`src/rtl/instr_mem_loader_if.sv`:
```
// Instruction-memory loader bus.
// Groups the byte-stream input, the instruction-memory write port and the
// CPU hold / status flags of instr_mem_loader.
//   master : stream source / memory / CPU side (drives Inicio, DadoByte, ByteValido)
//   slave  : the loader itself (drives handshake, write port and status)
interface instr_mem_loader_if #(
    parameter int ADDR_W = 32
);
    logic              Inicio;
    logic [7:0]        DadoByte;
    logic              ByteValido;
    logic              AceitaByte;
    logic              EscritaHab;
    logic [ADDR_W-1:0] EnderecoEscrita;
    logic [31:0]       DadoEscrita;
    logic              SegurarCPU;
    logic              Concluido;
    logic              Erro;

    modport master (
        output Inicio, DadoByte, ByteValido,
        input  AceitaByte, EscritaHab, EnderecoEscrita, DadoEscrita,
        input  SegurarCPU, Concluido, Erro
    );

    modport slave (
        input  Inicio, DadoByte, ByteValido,
        output AceitaByte, EscritaHab, EnderecoEscrita, DadoEscrita,
        output SegurarCPU, Concluido, Erro
    );
endinterface

```
`src/rtl/instr_mem_loader.sv`:
```
// instr_mem_loader
// Write side of the instruction memory. Takes a big-endian byte stream made of
// a 32-bit word count N followed by N 32-bit words, and writes word i to
// instruction-memory address i. The CPU is held in reset for the whole load.
// Ports:
//   Clock  : rising-edge clock
//   Reset  : asynchronous, active-high reset
//   bus    : instr_mem_loader_if.slave
//            Inicio/DadoByte/ByteValido in; AceitaByte handshake out;
//            EscritaHab/EnderecoEscrita/DadoEscrita write port out;
//            SegurarCPU/Concluido/Erro status out (all registered)
module instr_mem_loader #(
    parameter int DEPTH  = 24,
    parameter int ADDR_W = 32
) (
    input  logic                 Clock,
    input  logic                 Reset,
    instr_mem_loader_if.slave    bus
);
    localparam int WCNT_W = $clog2(DEPTH + 1);

    typedef enum logic [2:0] {
        OCIOSO,
        CONTAGEM,
        DADOS,
        ESCRITA,
        FIM,
        ERRO
    } state_t;

    state_t              state_q, state_d;
    logic [1:0]          byte_cnt_q, byte_cnt_d;
    logic [WCNT_W-1:0]   word_cnt_q, word_cnt_d;
    logic [31:0]         n_q, n_d;
    logic [31:0]         word_q, word_d;
    logic                aceita_q, aceita_d;
    logic                escrita_q, escrita_d;
    logic [ADDR_W-1:0]   addr_q, addr_d;
    logic [31:0]         dado_q, dado_d;
    logic                segurar_q, segurar_d;
    logic                concl_q, concl_d;
    logic                erro_q, erro_d;
    logic                xfer;

    assign xfer = bus.ByteValido & aceita_q;

    always_comb begin
        state_d    = state_q;
        byte_cnt_d = byte_cnt_q;
        word_cnt_d = word_cnt_q;
        n_d        = n_q;
        word_d     = word_q;
        addr_d     = addr_q;
        dado_d     = dado_q;
        segurar_d  = segurar_q;
        concl_d    = concl_q;
        erro_d     = erro_q;

        if (bus.Inicio) begin
            // Start/abort: any byte offered this cycle is dropped.
            state_d    = CONTAGEM;
            byte_cnt_d = '0;
            word_cnt_d = '0;
            n_d        = '0;
            word_d     = '0;
            segurar_d  = 1'b1;
            concl_d    = 1'b0;
            erro_d     = 1'b0;
        end else begin
            case (state_q)
                CONTAGEM: begin
                    if (xfer) begin
                        n_d        = {n_q[23:0], bus.DadoByte};
                        byte_cnt_d = byte_cnt_q + 2'd1;
                        if (byte_cnt_q == 2'd3) begin
                            if (n_d == 32'd0)
                                state_d = FIM;
                            else if (n_d > 32'(DEPTH))
                                state_d = ERRO;
                            else
                                state_d = DADOS;
                        end
                    end
                end
                DADOS: begin
                    if (xfer) begin
                        word_d     = {word_q[23:0], bus.DadoByte};
                        byte_cnt_d = byte_cnt_q + 2'd1;
                        if (byte_cnt_q == 2'd3) begin
                            state_d = ESCRITA;
                            dado_d  = word_d;
                            addr_d  = ADDR_W'(word_cnt_q);
                        end
                    end
                end
                ESCRITA: begin
                    word_cnt_d = word_cnt_q + 1'b1;
                    state_d    = (32'(word_cnt_d) == n_q) ? FIM : DADOS;
                end
                FIM:     state_d = OCIOSO;
                default: ;  // OCIOSO and ERRO wait for Inicio
            endcase
        end

        // Outputs are registered, so they are decoded from the next state.
        aceita_d  = (state_d == CONTAGEM) || (state_d == DADOS);
        escrita_d = (state_d == ESCRITA);
        if (state_d == FIM) begin
            segurar_d = 1'b0;
            concl_d   = 1'b1;
        end
        if (state_d == ERRO)
            erro_d = 1'b1;  // SegurarCPU stays high: a bad image must not run
    end

    always_ff @(posedge Clock or posedge Reset) begin
        if (Reset) begin
            state_q    <= OCIOSO;
            byte_cnt_q <= '0;
            word_cnt_q <= '0;
            n_q        <= '0;
            word_q     <= '0;
            aceita_q   <= 1'b0;
            escrita_q  <= 1'b0;
            addr_q     <= '0;
            dado_q     <= '0;
            segurar_q  <= 1'b0;
            concl_q    <= 1'b0;
            erro_q     <= 1'b0;
        end else begin
            state_q    <= state_d;
            byte_cnt_q <= byte_cnt_d;
            word_cnt_q <= word_cnt_d;
            n_q        <= n_d;
            word_q     <= word_d;
            aceita_q   <= aceita_d;
            escrita_q  <= escrita_d;
            addr_q     <= addr_d;
            dado_q     <= dado_d;
            segurar_q  <= segurar_d;
            concl_q    <= concl_d;
            erro_q     <= erro_d;
        end
    end

    assign bus.AceitaByte      = aceita_q;
    assign bus.EscritaHab      = escrita_q;
    assign bus.EnderecoEscrita = addr_q;
    assign bus.DadoEscrita     = dado_q;
    assign bus.SegurarCPU      = segurar_q;
    assign bus.Concluido       = concl_q;
    assign bus.Erro            = erro_q;
endmodule

```
`src/flat_wrapper.sv`:
```
// flat-port wrapper written by rule: the top's interface ports become plain ports
module instr_mem_loader_flat 
#(
    parameter int DEPTH  = 24,
    parameter int ADDR_W = 32
)
  (Clock, Reset, bus_Inicio, bus_DadoByte, bus_ByteValido, bus_AceitaByte, bus_EscritaHab, bus_EnderecoEscrita, bus_DadoEscrita, bus_SegurarCPU, bus_Concluido, bus_Erro);
  instr_mem_loader_if #(.ADDR_W(ADDR_W)) bus_i ();
  input  logic Clock;
  input  logic Reset;
  input wire logic [$bits(bus_i.Inicio)-1:0] bus_Inicio;
  input wire logic [$bits(bus_i.DadoByte)-1:0] bus_DadoByte;
  input wire logic [$bits(bus_i.ByteValido)-1:0] bus_ByteValido;
  output wire logic [$bits(bus_i.AceitaByte)-1:0] bus_AceitaByte;
  output wire logic [$bits(bus_i.EscritaHab)-1:0] bus_EscritaHab;
  output wire logic [$bits(bus_i.EnderecoEscrita)-1:0] bus_EnderecoEscrita;
  output wire logic [$bits(bus_i.DadoEscrita)-1:0] bus_DadoEscrita;
  output wire logic [$bits(bus_i.SegurarCPU)-1:0] bus_SegurarCPU;
  output wire logic [$bits(bus_i.Concluido)-1:0] bus_Concluido;
  output wire logic [$bits(bus_i.Erro)-1:0] bus_Erro;
  assign bus_i.Inicio = bus_Inicio;
  assign bus_i.DadoByte = bus_DadoByte;
  assign bus_i.ByteValido = bus_ByteValido;
  assign bus_AceitaByte = bus_i.AceitaByte;
  assign bus_EscritaHab = bus_i.EscritaHab;
  assign bus_EnderecoEscrita = bus_i.EnderecoEscrita;
  assign bus_DadoEscrita = bus_i.DadoEscrita;
  assign bus_SegurarCPU = bus_i.SegurarCPU;
  assign bus_Concluido = bus_i.Concluido;
  assign bus_Erro = bus_i.Erro;
  instr_mem_loader #(.DEPTH(DEPTH), .ADDR_W(ADDR_W)) u_core (.Clock(Clock), .Reset(Reset), .bus(bus_i));
endmodule
```
`config.mk`:
```
export PLATFORM = sky130hd
export DESIGN_NAME = instr_mem_loader_flat
export DESIGN_NICKNAME = d
export VERILOG_FILES = /design/src/rtl/instr_mem_loader_if.sv /design/src/rtl/instr_mem_loader.sv /design/src/flat_wrapper.sv
export SDC_FILE = /design/constraint.sdc
export NUM_CORES = 1
export LEC_CHECK = 0
export CAP_MARGIN = 25
export CORE_MARGIN = 3
export CORE_UTILIZATION = 48
export CTS_CLUSTER_DIAMETER = 50
export CTS_CLUSTER_SIZE = 25
export DETAILED_ROUTE_END_ITERATION = 16
export PLACE_DENSITY = 0.85
export REMOVE_ABC_BUFFERS = 1
export SYNTH_ARGS = -nofsm -noshare
export SYNTH_HDL_FRONTEND = slang
export SYNTH_SLANG_ARGS = --single-unit
```
`constraint.sdc`:
```
create_clock -name Clock -period 4 [get_ports Clock]
set_input_delay 1.2 -clock Clock [delete_from_list [all_inputs] [get_ports Clock]]
set_output_delay 1.2 -clock Clock [all_outputs]
set_load 0.05 [all_outputs]
```
* Word-level counts from Yosys, hierarchy flattened
Cells that the tools add are included.
Storage, ports and cells: bits in registers 108, input bits 12, output and inout port bits 69, logic and storage cells 67
Cells by class: add/subtract/negate cells 2, order comparisons 1, equality and inequality tests 11, multiplexer cells 25, bitwise logic cells 2, reductions and logical operators 14
Operators by type and width (number):
- 32-bit two-way mux | 3
- 24-bit two-way mux | 3
- 5-bit by 32-bit == test with 1-bit output | 1
- 32-bit by 5-bit greater-than comparator with 1-bit output, second input constant | 1
- 32-bit zero test | 1
- 3-bit two-way mux | 8
- 2-bit nonzero test | 7
- 3-bit by 2-bit == test with 1-bit output, second input constant | 4
- 3-bit case mux with 4 select lines | 1
- 5-bit two-way mux | 2
- 3-bit == test, second input constant | 3
- 3-bit by 1-bit == test with 1-bit output, second input constant | 2
- 2-bit two-way mux | 3
- 2-bit AND reduction | 3
- 5-bit by 1-bit adder with 5-bit output, second input constant | 1
- 1-bit two-way mux | 5
- 4-bit AND reduction | 1
- 2-bit by 1-bit adder with 2-bit output, second input constant | 1
- 2-bit == test, second input constant | 1
- 2-bit OR reduction | 1
- 1-bit AND | 1
- 1-bit logical OR | 1
- 1-bit inverter | 1

* Depth between registers and ports, before layout
depth in word-level cells 9, mapped depth 7, depth with buffers taken out 7

* Least setup slack after synthesis
Ideal clock, no wire load.
kind input port to flip-flop, from in bus_DadoByte[7], to reg u_core.concl_q, in the netlist u_core.bus.Concluido, setup time 0.122 ns, arrival time 2.765 ns, data required time 3.878 ns, slack 1.113 ns, cell stages on the path 6, buffers on the path 0, cells stage by stage or4_1 a311o_1 nor4_2 mux2i_1 o21a_4 a32o_1
Between the ends: cells in the longest elaborated chain, start to end 9, elaborated cells on any way between the ends 11, those cells by class 1 x order compare; 1 x eq/ne; 7 x mux; 2 x reduce/logical
RTL lines:
- from (decl) | RTL line flat_wrapper.sv:12 | input wire logic [$bits(bus_i.DadoByte)-1:0] bus_DadoByte;
- 32-bit by 5-bit greater-than comparator with 1-bit output | RTL line instr_mem_loader.sv:78 | else if (n_d > 32'(DEPTH))
- 3-bit two-way mux | RTL line instr_mem_loader.sv:78
- 3-bit two-way mux * | RTL line instr_mem_loader.sv:76 | if (n_d == 32'd0)
- 3-bit two-way mux * | RTL line instr_mem_loader.sv:75 | if (byte_cnt_q == 2'd3) begin
- 3-bit two-way mux * | RTL line instr_mem_loader.sv:72 | if (xfer) begin
- 3-bit case mux with 4 select lines * | RTL line instr_mem_loader.sv:70 | case (state_q)
- 3-bit two-way mux * | RTL line instr_mem_loader.sv:59 | if (bus.Inicio) begin
- net u_core.state_d[2] | RTL line instr_mem_loader.sv:31 | state_t state_q, state_d;
- 3-bit == test * | RTL line instr_mem_loader.sv:108 | if (state_d == FIM) begin
- 1-bit two-way mux or 2-bit nonzero test (tied branches)
- to (signal assigned) | RTL line instr_mem_loader.sv:141 | concl_q <= concl_d;
- to (decl) | RTL line instr_mem_loader.sv:41 | logic concl_q, concl_d;
The timed path passes the listed nets; every way through them passes the cells marked *. A chain may end at the register's enable or synchronous reset.

* Worst setup path in the final report
from in bus_DadoByte[7], to reg u_core.erro_q, in the netlist u_core.bus.Erro
Between the ends: cells in the longest elaborated chain, start to end 9, elaborated cells on any way between the ends 11, those cells by class 1 x order compare; 1 x eq/ne; 7 x mux; 2 x reduce/logical
RTL lines:
- 32-bit by 5-bit greater-than comparator with 1-bit output | RTL line instr_mem_loader.sv:78
- 3-bit two-way mux | RTL line instr_mem_loader.sv:78
- 3-bit two-way mux * | RTL line instr_mem_loader.sv:76
- 3-bit two-way mux * | RTL line instr_mem_loader.sv:75
- 3-bit two-way mux * | RTL line instr_mem_loader.sv:72
- 3-bit case mux with 4 select lines * | RTL line instr_mem_loader.sv:70
- 3-bit two-way mux * | RTL line instr_mem_loader.sv:59
- 3-bit == test * | RTL line instr_mem_loader.sv:112 | if (state_d == ERRO)
- 1-bit two-way mux or 2-bit nonzero test (tied branches)
- to (signal assigned) | RTL line instr_mem_loader.sv:142 | erro_q <= erro_d;
- to (decl) | RTL line instr_mem_loader.sv:42 | logic erro_q, erro_d;
Mark *: on every way between the ends. The rest lies on a longest branch, timed or not.

==> flow_summary_export.csv <==
group,metric,value,unit
timing,rsz0062_at_grt,"false",
drt,wire_per_inst,14.3,um
cells_and_area,num-fill-cells,754,
cells_and_area,nets,520,
drt,top_layer_used,"met4",
power_and_ir_drop,power_density,359,nW/um^2
critical_path,crit_family,"simple AND/OR/NAND/NOR gates",
timing,clock.fmax,0.310,GHz
die,die_x,106,um
drt,drtPass1Iterations,4,
logic_synthesis,synth_top_area_share,56.8,%
critical_path,crit_path_start,"bus_DadoByte[7]",
power_and_ir_drop,p_leak,2.48,nW
drt,drtAntennaViolNets,0,
clock_tree,cts_root_buf,"clkbuf_8",
critical_path,crit_cells,7,
critical_path,r2r_slack,1.55,ns
clock_tree,clk_pin_slew,0.10,ns
critical_path,path_class,"input pin to flop",
critical_path,cp-start-kind,"input pin",
grt,grt_pass1_vias,3373,
timing,skew,0.0122,ns
cells_and_area,drive_gt1_share,14.5,%
timing,final.min_clock_period,3.22,ns
logic_synthesis,yosysWarnings,0,
power_and_ir_drop,switching_share,27.3,%
timing,final_max_slew_viol_count,0,
critical_path,path_max_fanout,4,
clock_tree,cts_tree,"yes",
cells_and_area,layout.cells.most_common,"nand2_1",
place,port_buffers,53,
place,dpl_cell_area,5320,um^2
logic_synthesis,synth-async-reset-ratio,100,%
drt,wl_met1,3910,um
logic_synthesis,synth_top_cell_by_area,"dfrtp_1",
logic_synthesis,synth-main-ff-cell,"dfrtp_1",
die,rows,35,
critical_path,worstPathArrival,3.48,ns
drt,wirelength,9130,um
power_and_ir_drop,power_frac_clock,35.4,%
clock_tree,htreeDepth,3,
clock_tree,numCtsBuffers,9,
critical_path,worst-endpoint-required,4.26,ns
critical_path,path_cells,"clkdlybuf4s50_1 > or4_1 > a311o_1 > nor4_2 > a2bb2oi_1 > and2_4 > a32o_1",
logic_synthesis,syn_avg_cell_area,10.3,um^2
die,start_util,50.5,%
grt,globalRouteOverflowTotal,0,
worst_hold_path,hold_path.class,"flop to flop",
die,dieArea,11100,um^2
timing,post-route-period-util,80.5,%
logic_synthesis,synth_edf_count,0,
critical_path,r2r-start,"u_core.word_cnt_q[0]$_DFFE_PP0P_",
critical_path,path_buf_inv,1,
clock_tree,cts.path.max_buffers,2,
drt,via_per_inst,5.24,
critical_path,reg2regPathDepth,7,
power_and_ir_drop,p_int,1.45,mW
logic_synthesis,syn_area,4750,um^2
timing,maxSlewHeadroom,32.3,%
logic_synthesis,ys_seq_elements,108,
place,gp_congestion,0.827,
power_and_ir_drop,vdd_drop_max,0.000241,V
place,hpwl,6300,um
critical_path,slowest_delay,0.58,ns
clock_tree,post-cts-setup-buffer-count,0,
logic_synthesis,synthTopCellsByArea,"dfrtp_1 57%, nand2_1 9.6%, mux2_2 8.8%",
flow_run,drv_cap,0,
logic_synthesis,seq_area_frac_synth,56.8,%
drt,drt_iter0_markers,221,
timing,hold_ws,0.511,ns
die,coreArea,9420,um^2
cells_and_area,diodes,0,
critical_path,cp-endpoint,"u_core.bus.Erro$_DFFE_PP0P_",
clock_tree,cts_resized,0,
drt,met3_length,410,um
status,outcome,"finished, final reports clean",
power_and_ir_drop,sequentialPowerShare,56.1,%
die,dieHeight,106,um
critical_path,endpoint_kind,"flop",
cells_and_area,mostFrequentLayoutCells,"121 x nand2_1, 108 x dfrtp_1, 61 x a21oi_1",
timing,setup_violations,0,
drt,drc_errors,0,
cells_and_area,postLayoutCoreUtil,58.8,%
grt,grt_use_total,16.6,%
drt,vias,3355,
power_and_ir_drop,p_switching,0.543,mW
logic_synthesis,yosysUniqueCellTypes,38,
cells_and_area,final_area,5540,um^2
clock_tree,clk_latency,0.37,ns
timing,fin_tns_setup,0,ns
grt,grt_pass1_wl,15400,um
die,io-pin-count,81,
critical_path,r2r-end,"u_core.bus.Erro$_DFFE_PP0P_",
power_and_ir_drop,p_comb_share,8.6,%
critical_path,slowest_stage,"or4_1",
timing,worst_pin_slew,1.02,ns
timing,hold_violations,0,
logic_synthesis,netlist_instances,460,
grt,grt_max_degree,69,
cells_and_area,area_growth,16.4,%
grt,antenna_found_initial,0,
clock_tree,hold_buffers,0,
drt,wl_met2,4740,um
clock_tree,clock_sinks,108,
## layer usage
metal / up-vias / track usage, %
met1: 1681 / 20.8
li1: 1591 / -
met5: - / 0
met4: 0 / 3.98
met2: 74 / 28.9
met3: 9 / 4.29
## final cells by class
type | count | area [um^2] | share of cell area (%)
repair buffers | 61 | 586 | 10.6
flip-flops and latches | 108 | 2700 | 48.8
inverters | 4 | 17.5 | 0.316
well taps | 129 | 161 | 2.92
clock inverters | 7 | 92.6 | 1.67
multi-input cells | 322 | 1850 | 33.5
clock buffers | 9 | 124 | 2.24
## worst min-delay path by stage
stage / startpoint / to / slack, ns / depth (start not counted)
floorplan: u_core.word_q[16]$_DFFE_PP0P_ / u_core.bus.DadoEscrita[24]$_DFFE_PP0P_ / 0.48 / 1
global placement: u_core.bus.Concluido$_DFFE_PP0P_ / u_core.bus.Concluido$_DFFE_PP0P_ / 0.48 / 1
global route: u_core.bus.EnderecoEscrita[4]$_DFFE_PP0P_ / u_core.bus.EnderecoEscrita[4]$_DFFE_PP0P_ / 0.53 / 1
detailed placement: u_core.bus.EnderecoEscrita[1]$_DFFE_PP0P_ / u_core.bus.EnderecoEscrita[1]$_DFFE_PP0P_ / 0.50 / 1
CTS: u_core.bus.EnderecoEscrita[4]$_DFFE_PP0P_ / u_core.bus.EnderecoEscrita[4]$_DFFE_PP0P_ / 0.52 / 1
finish: u_core.bus.EnderecoEscrita[4]$_DFFE_PP0P_ / u_core.bus.EnderecoEscrita[4]$_DFFE_PP0P_ / 0.51 / 1
## synthesized netlist by cell type, drive strengths merged, types with 4 or more instances
cell    instances
buf            31
xor2            7
mux2           37
a21oi          61
nor2           11
inv             4
nand3           7
dfrtp         108
nor4            9
o21ai           4
nand2         121
or3             6
clkbuf         21
nor3            5
## sequential cells by signal (all words and copies together), names as in the netlist, 2 cells and up
name	count
u_core.byte_cnt_q	2
u_core.state_q	3
u_core.bus.EnderecoEscrita	5
u_core.word_q	24
u_core.word_cnt_q	5
u_core.n_q	32
u_core.bus.DadoEscrita	32
## through the flow
stage	total power [mW]	worst slack, ns	cells
5_1_grt	2.06	0.692	640
3_5_place_dp	1.31	0.409	624
2_1_floorplan	1.25	-1.65	434
4_1_cts	2.00	0.797	640
3_3_place_gp	1.30	0.468	624
6_report	1.99	0.778	640
## worst reg2reg max path: cells and delay by family, from the launching register on
kind | cells | cell delay, ns
and+or+nand+nor | 2 | 0.66
DFF | 1 | 0.47
xor gates and xnor gates | 1 | 0.15
AOI/OAI and AO/OA | 3 | 0.77
adders and majority gates | 1 | 0.37
## power by group through the flow
stage / combinational (mW) / clock [mW] / sequential, mW
floorplan: 0.119 / 0 / 1.14
global placement: 0.167 / 0 / 1.14
detailed placement: 0.170 / 0 / 1.14
CTS: 0.171 / 0.716 / 1.12
global route: 0.186 / 0.759 / 1.12
finish: 0.170 / 0.704 / 1.12
## kinds of logic after synthesis
group           count (synthesis)  share of synthesized area, %
flops                         108                          56.8
simple gates                  169                          15.8
buf+inv                        56                          6.61
compound gates                 75                          9.16
other cells                     1                        0.0789
fa+ha+maj                       2                         0.526
xor+xnor                       10                          1.84
mux                            39                          9.18
Note: power is estimated with default switching activity, not from simulation.
